$ cat src/rtl/operand_entry_ctrl.sv
// Operand entry sequencer: synchronises and debounces enter/clear, then writes A, then B, then pulses calc_go.
// Optional WAIT_B idle timeout is compiled in with `define ENTRY_TIMEOUT_EN.
module operand_entry_ctrl #(
    parameter int DATA_W          = 4,
    parameter int DEBOUNCE_CYCLES = 16,
    parameter int TIMEOUT_CYCLES  = 1000000
) (
    input  logic              clk,
    input  logic              rst_n,
    input  logic [DATA_W-1:0] sw_data,
    input  logic              btn_enter,
    input  logic              btn_clear,
    output logic              write_addr,
    output logic              load,
    output logic [DATA_W-1:0] load_data,
    output logic              calc_go,
    output logic [1:0]        state_o
);

    localparam int            CW      = (DEBOUNCE_CYCLES > 2) ? $clog2(DEBOUNCE_CYCLES) : 1;
    localparam logic [CW-1:0] CNT_MAX = CW'(DEBOUNCE_CYCLES - 1);

    typedef enum logic [1:0] {
        IDLE_A = 2'b00,
        WAIT_B = 2'b01,
        GO     = 2'b10,
        DONE   = 2'b11
    } state_t;

    // Bit 0 is enter, bit 1 is clear; both buttons share one input path.
    logic [1:0]    btn_raw;
    logic [1:0]    sync1_q;
    logic [1:0]    sync2_q;
    logic [1:0]    db_q;
    logic [1:0]    db_d;
    logic [1:0]    db_dly_q;
    logic [CW-1:0] cnt_q [2];
    logic [CW-1:0] cnt_d [2];
    logic [1:0]    press;
    logic          enter_press;
    logic          clear_press;

    assign btn_raw = {btn_clear, btn_enter};

    always_comb begin
        for (int i = 0; i < 2; i++) begin
            db_d[i]  = db_q[i];
            cnt_d[i] = '0;
            if (sync2_q[i] != db_q[i]) begin
                if (cnt_q[i] == CNT_MAX) begin
                    db_d[i] = sync2_q[i];
                end else begin
                    cnt_d[i] = cnt_q[i] + CW'(1);
                end
            end
        end
    end

    always_ff @(posedge clk or negedge rst_n) begin
        if (!rst_n) begin
            sync1_q  <= '0;
            sync2_q  <= '0;
            db_q     <= '0;
            db_dly_q <= '0;
            for (int i = 0; i < 2; i++) begin
                cnt_q[i] <= '0;
            end
        end else begin
            sync1_q  <= btn_raw;
            sync2_q  <= sync1_q;
            db_q     <= db_d;
            db_dly_q <= db_q;
            for (int i = 0; i < 2; i++) begin
                cnt_q[i] <= cnt_d[i];
            end
        end
    end

    assign press       = db_q & ~db_dly_q;
    assign enter_press = press[0];
    assign clear_press = press[1];

    state_t            state_q;
    logic              load_q;
    logic              calc_go_q;
    logic              write_addr_q;
    logic [DATA_W-1:0] load_data_q;
`ifdef ENTRY_TIMEOUT_EN
    localparam int            TW       = $clog2(TIMEOUT_CYCLES + 1);
    localparam logic [TW-1:0] IDLE_MAX = TW'(TIMEOUT_CYCLES - 1);
    logic [TW-1:0]            idle_q;
`endif

    // Strobes default low so load and calc_go can only ever last one cycle.
    always_ff @(posedge clk or negedge rst_n) begin
        if (!rst_n) begin
            state_q      <= IDLE_A;
            load_q       <= 1'b0;
            calc_go_q    <= 1'b0;
            write_addr_q <= 1'b0;
            load_data_q  <= '0;
`ifdef ENTRY_TIMEOUT_EN
            idle_q       <= '0;
`endif
        end else begin
            load_q    <= 1'b0;
            calc_go_q <= 1'b0;
`ifdef ENTRY_TIMEOUT_EN
            idle_q    <= '0;
`endif
            if (clear_press) begin
                state_q <= IDLE_A;
            end else begin
                case (state_q)
                    IDLE_A, DONE: begin
                        if (enter_press) begin
                            load_q       <= 1'b1;
                            write_addr_q <= 1'b0;
                            load_data_q  <= sw_data;
                            state_q      <= WAIT_B;
                        end
                    end
                    WAIT_B: begin
                        if (enter_press) begin
                            load_q       <= 1'b1;
                            write_addr_q <= 1'b1;
                            load_data_q  <= sw_data;
                            state_q      <= GO;
                        end
`ifdef ENTRY_TIMEOUT_EN
                        else if (idle_q == IDLE_MAX) begin
                            state_q <= IDLE_A;
                        end else begin
                            idle_q <= idle_q + TW'(1);
                        end
`endif
                    end
                    GO: begin
                        calc_go_q <= 1'b1;
                        state_q   <= DONE;
                    end
                endcase
            end
        end
    end

    assign write_addr = write_addr_q;
    assign load       = load_q;
    assign load_data  = load_data_q;
    assign calc_go    = calc_go_q;
    assign state_o    = state_q;

endmodule

$ cat config.mk
export PLATFORM = sky130hd
export DESIGN_NAME = operand_entry_ctrl
export DESIGN_NICKNAME = d
export VERILOG_FILES = /design/src/rtl/operand_entry_ctrl.sv
export SDC_FILE = /design/constraint.sdc
export NUM_CORES = 1
export LEC_CHECK = 0
export BUFFER_PORTS_ARGS = -buffer_cell sky130_fd_sc_hd__buf_2
export CAP_MARGIN = 5
export CORE_MARGIN = 2
export CORE_UTILIZATION = 30
export DETAILED_ROUTE_END_ITERATION = 10
export PLACE_DENSITY = 0.58
export SLEW_MARGIN = 20
export SYNTH_ARGS = -nofsm -noshare
export SYNTH_HDL_FRONTEND = slang
export SYNTH_SLANG_ARGS = --single-unit
$ cat constraint.sdc
create_clock -name clk -period 2.2 [get_ports clk]
set_input_delay 0.44 -clock clk [delete_from_list [all_inputs] [get_ports clk]]
set_output_delay 0.44 -clock clk [all_outputs]
set_load 0.01 [all_outputs]
# --- Word level (Yosys, flattened, before mapping) ---
# Index checks and enable logic that the tools add are counted.
op_classes:
  order_cmp: 0
  eq_ne: 11
  muxes: 16
  multipliers: 0
  bitwise: 3
  add_sub_neg: 2
  div: 0
  reduce_logical: 9
  shifts: 0
ops:
  columns: ["op", "n"]
  rows:
  - ["2-to-1 mux 4 bit", 4]
  - ["adder 4 x 1 -> 4 bit, second input constant", 2]
  - ["equality test 4 bit, second input constant", 2]
  - ["2-to-1 mux 1 bit", 7]
  - ["2-to-1 mux 2 bit", 3]
  - ["inequality test 3 bit, second input constant", 2]
  - ["one-hot mux 2 bit (3 select lines)", 1]
  - ["AND reduction 2 bit", 3]
  - ["equality test 2 bit, second input constant", 2]
  - ["inequality test 2 bit, second input constant", 2]
  - ["AND reduction 4 bit", 1]
  - ["AND reduction 3 bit", 1]
  - ["OR reduction 3 bit", 1]
  - ["bitwise AND 2 bit", 1]
  - ["equality test 2 x 1 -> 1 bit, second input constant", 1]
  - ["logical NOT 2 bit", 1]
  - ["inequality test 1 bit", 2]
  - ["NOT 2 bit", 1]
  - ["one-hot mux 1 bit (2 select lines)", 1]
  - ["nonzero test 2 bit", 1]
  - ["OR reduction 2 bit", 1]
  - ["NOT 1 bit", 1]
word_totals:
  elab_cells: 53
  ramBits: 0
  latch_bits: 0
  in_bits: 8
  mem_count: 0
  ff_bits: 25
  out_inout_bits: 9
  romBits: 0

# --- Depth between registers and ports, before layout ---
logic_depth:
  ltp_word: 5
  ltp_mapped: 5

# --- Worst setup path after synthesis ---
# OpenSTA, ideal clock, no wires.
synth_path:
  kind: "flip-flop to flip-flop"
  from: "reg state_q[0] (netlist: state_o[0])"
  to: "reg write_addr_q (netlist: write_addr)"
  t_required_ps: 2075
  stages_incl_launch_ff: 6
  arrival_time_ps: 1706
  slack_ps: 370
  cell_sequence: "dfrtp_1 -> inv_1 -> ha_1 -> or2_2 -> a211oi_1 -> mux2_2"
synth_via:
  elab_chain_cells: 4
  elab_cells_between_ends: 9
synth_rtl:
  columns: ["item", "line_no", "text"]
  rows:
  - ["start, declared", "83", "state_t state_q;"]
  - ["start signal, assigned", "97", "state_q <= IDLE_A;"]
  - ["start signal, assigned", "112", "state_q <= IDLE_A;"]
  - ["start signal, assigned", "120", "state_q <= WAIT_B;"]
  - ["equality test 2 bit or logical NOT 2 bit (tied branches)", "114", "case (state_q)"]
  - ["OR reduction 2 bit", "114", null]
  - ["inequality test 2 bit (no source line) or nonzero test 2 bit (tied branches)", null, null]
  - ["AND reduction 4 bit (no source line)", null, null]
  - ["end signal, assigned", "100", "write_addr_q <= 1'b0;"]
  - ["end signal, assigned", "118", "write_addr_q <= 1'b0;"]
  - ["end signal, assigned", "126", "write_addr_q <= 1'b1;"]
  - ["end, declared", "86", "logic write_addr_q;"]
# Parallel ways exist; a longest one is shown, timed or not.
# A chain may end at the register's enable or synchronous reset.

# --- Final worst setup path ---
# Ends and elaborated chain as after synthesis.

==> impl_metrics.yaml <==
critical_path:
  critical_path.slowest_cell: "dfrtp_1"
  cp_top_family: "flip-flops"
  required_ns: 2.42
  slowest_delay_ns: 0.43
  reg2reg_to: "write_addr$_DFFE_PN0P_"
  crit_fanout: 5
  r2r_slack_ns: 0.36
  critPathBufInv: 1
  worstSetupStartpointType: "flop"
  arrival_ns: 2.06
  cp_cell_sequence: "inv_1, ha_1, or2_2, a211oi_1, mux2_2"
  r2r_cells: 5
  critical_path_class: "reg2reg"
  worstSetupEndpointType: "flop"
  reg2reg_from: "state_o[0]$_DFFE_PN0P_"
pwr:
  internal-power_uw: 714
  clock_power_share: 0.198
  combPwrFrac: 0.267
  p_sw_uw: 310
  seqPwrFrac: 0.535
  switching_share: 0.303
  powerDensity_nw_per_um2: 862
  ir_worst_vdd_uv: 257
  p_leak_uw: 0.000589
timing:
  slew_headroom: 0.641
  worst_pin_slew_ns: 0.539
  hold_viol: 0
  setup_viol: 0
  slew_viol_final: 0
  fmax_mhz: 543
  finalCritPeriodShare: 0.837
  tns_ns: 0
  layout_min_cycle_time_ns: 1.84
  rsz0062_at_grt: "no"
  finalClockSkew_ns: 0.00740
cells_and_area:
  num-nets-final: 109
  drive_gt1_frac: 0.309
  fin_area_sq_um: 1190
  diodes: 0
  area_growth_pct: 14.8
yosys:
  synth_edf_count: 0
  ys_warn_count: 0
  ys.flop_type: "dfrtp_1"
  seq_area_frac_synth: 0.605
  synth_compound_gate_area_share: 0.0580
  synth_cell_types: 25
  post_synth_and_or_nand_nor_area_fraction: 0.115
  synth.area.mux_share: 0.0907
  yosys.area_share.adder: 0.0726
  synth-xor-area-share: 0.0339
  syn_inst: 75
  synth_top_family_by_area: "simple AND/OR/NAND/NOR gates"
  ys_async_sr_fraction: 1.00
  netlist_area_sq_um: 1030
  avgSynthCellArea_sq_um: 13.8
  syn_nets: 89
  synth_seq_cells: 25
die:
  fp-row-count: 21
  ios: 17
  coreArea_sq_um: 3340
  die-area_sq_um: 3940
  die_h_um: 62.7
  start_util: 0.310
  die_x_um: 62.7
cts:
  clk_path_buf_depth: 2
  cts_buffers: 3
  cts_setup_buffers: 0
  clock-sinks: 25
  root_buffer: "clkbuf_4"
  cts_hold_buffers: 0
  clk-insertion-delay-late_ns: 0.32
  ctsResizeCount: 0
  cts_tree: "done"
  clk_pin_slew_ns: 0.13
  ctsHtreeMaxLevel: 1
routing:
  via_per_inst: 4.41
  post_drt_wl_per_cell_um: 11.2
  postRouteAntennaNets: 0
  vias: 617
  drc: 0
  wirelength_um: 1570
  drt_first_pass_iters: 4
  drtIter0Drc: 6
placed_design:
  place_congestion: 0.694
  hpwlAfterDp_um: 1170
  place_area_sq_um: 1160
  io_buffers: 16
hold_path:
  hold_path_class: "in2async"
grt:
  antenna_found_initial: 0
  grt_use_total: 0.0935
  grt_start_max_net_pins: 26
  grt_pass1_wl_um: 2840
  overflow: 0
  grt_pass1_vias: 634
run_status:
  status: "complete, no violations"
flow_run:
  drv_cap: 0
## power groups by stage
| stage | Combinational (uW) | Sequential [uW] | Clock (uW) |
|---|---|---|---|
| after floorplan | 171 | 570 | 0 |
| after global placement | 261 | 552 | 0 |
| after detailed placement | 276 | 556 | 0 |
| after CTS | 278 | 548 | 211 |
| after global routing | 313 | 557 | 230 |
| final | 274 | 548 | 203 |
## cells in the mapped netlist (2+ instances only)
library cell   n  share of area
mux2_4         4          0.058
xnor2_1        4          0.034
nor3b_1        2          0.015
a211oi_1       3          0.022
ha_1           6          0.073
nand3_1        2         0.0097
inv_1          4          0.015
a21oi_1        2         0.0097
dfrtp_1       25           0.60
nor3_1         2         0.0097
nor2b_1        3          0.018
nor2_1         3          0.011
mux2_2         3          0.033
## area by class of cell
cell class | count | area [sq um]
Clock buffer | 4 | 26.3
Fill cell | 328 | 2150
Inverter | 4 | 15.0
Multi-Input combinational cell | 45 | 383
Sequential cell | 25 | 626
Tap cell | 46 | 57.6
Timing Repair Buffer | 16 | 80.1
## flip-flops by register name (all words and copies together), names as in the netlist
| signal | cells |
|---|---|
| load_data | 4 |
| state_o | 2 |
| load | 1 |
| sync2_q | 2 |
| db_q | 2 |
| write_addr | 1 |
| calc_go | 1 |
| sync1_q | 2 |
| db_dly_q | 2 |
| cnt_q | 8 |
## worst reg2reg max path: cells and delay by family, from the launching register on
kind	cells	cell delay, ns
buf+inv	1	0.08
simple gates	1	0.31
flops	1	0.43
fa+ha+maj	1	0.32
compound gates	1	0.25
mux	1	0.35
## layer usage
| metal | GRT usage | share of wire |
|---|---|---|
| met1 | 0.112 | 0.45 |
| met4 | 0.0389 | 0.026 |
| met5 | 0 | 0 |
| met2 | 0.149 | 0.48 |
| met3 | 0.0378 | 0.042 |
## worst max-delay path by stage
| stage | slack [ns] | depth (start not counted) | startpoint | endpoint |
|---|---|---|---|---|
| global placement | 0.41 | 5 | state_o[0]$_DFFE_PN0P_ | write_addr$_DFFE_PN0P_ |
| CTS | 0.34 | 5 | state_o[0]$_DFFE_PN0P_ | write_addr$_DFFE_PN0P_ |
| floorplan | 0.37 | 5 | state_o[0]$_DFFE_PN0P_ | write_addr$_DFFE_PN0P_ |
| global route | 0.27 | 5 | state_o[0]$_DFFE_PN0P_ | write_addr$_DFFE_PN0P_ |
| finish | 0.36 | 5 | state_o[0]$_DFFE_PN0P_ | write_addr$_DFFE_PN0P_ |
| detailed placement | 0.37 | 5 | state_o[0]$_DFFE_PN0P_ | write_addr$_DFFE_PN0P_ |
## stage by stage
step	cells	total power (uW)	worst slack [ns]	hold slack [ns]	utilization
2_1_floorplan	75	741	0.370	0.144	-
6_report	140	1020	0.358	0.0802	0.356
3_5_place_dp	136	832	0.368	0.337	0.348
4_1_cts	140	1040	0.343	0.0918	0.356
3_3_place_gp	136	813	0.410	0.336	0.348
5_1_grt	140	1100	0.274	0.104	0.356
## cells in the final DEF, fill, tap and decap left out
cell type	netlist	routed
clkbuf_4	0	3
nor2b_4	1	1
ha_1	6	6
mux2_2	3	3
a311oi_1	1	1
or2_2	1	1
nor3_1	2	2
nor2_1	3	3
a211oi_1	3	3
a21oi_1	2	2
a21o_1	1	1
a31oi_1	1	1
buf_2	0	16
nand3_1	2	2
clkbuf_1	0	1
nand2_1	1	1
o21ai_0	1	1
nor2b_1	3	3
dfrtp_1	25	25
nor3b_1	2	2
inv_1	4	4
mux2_4	4	4
xnor2_1	4	4
and2b_2	1	1
nand4b_1	1	1
nand2b_1	1	1
or3_1	1	1
## cell families (layout without fill, tap and decap cells)
logic type,Yosys count,after routing
adders and majority gates,6,6
buffers and inverters,5,24
and+or+nand+nor,19,19
xor gates and xnor gates,4,4
DFF,25,25
AOI/OAI and AO/OA,9,9
muxes,7,7
Power figures use the tool's default switching activity.
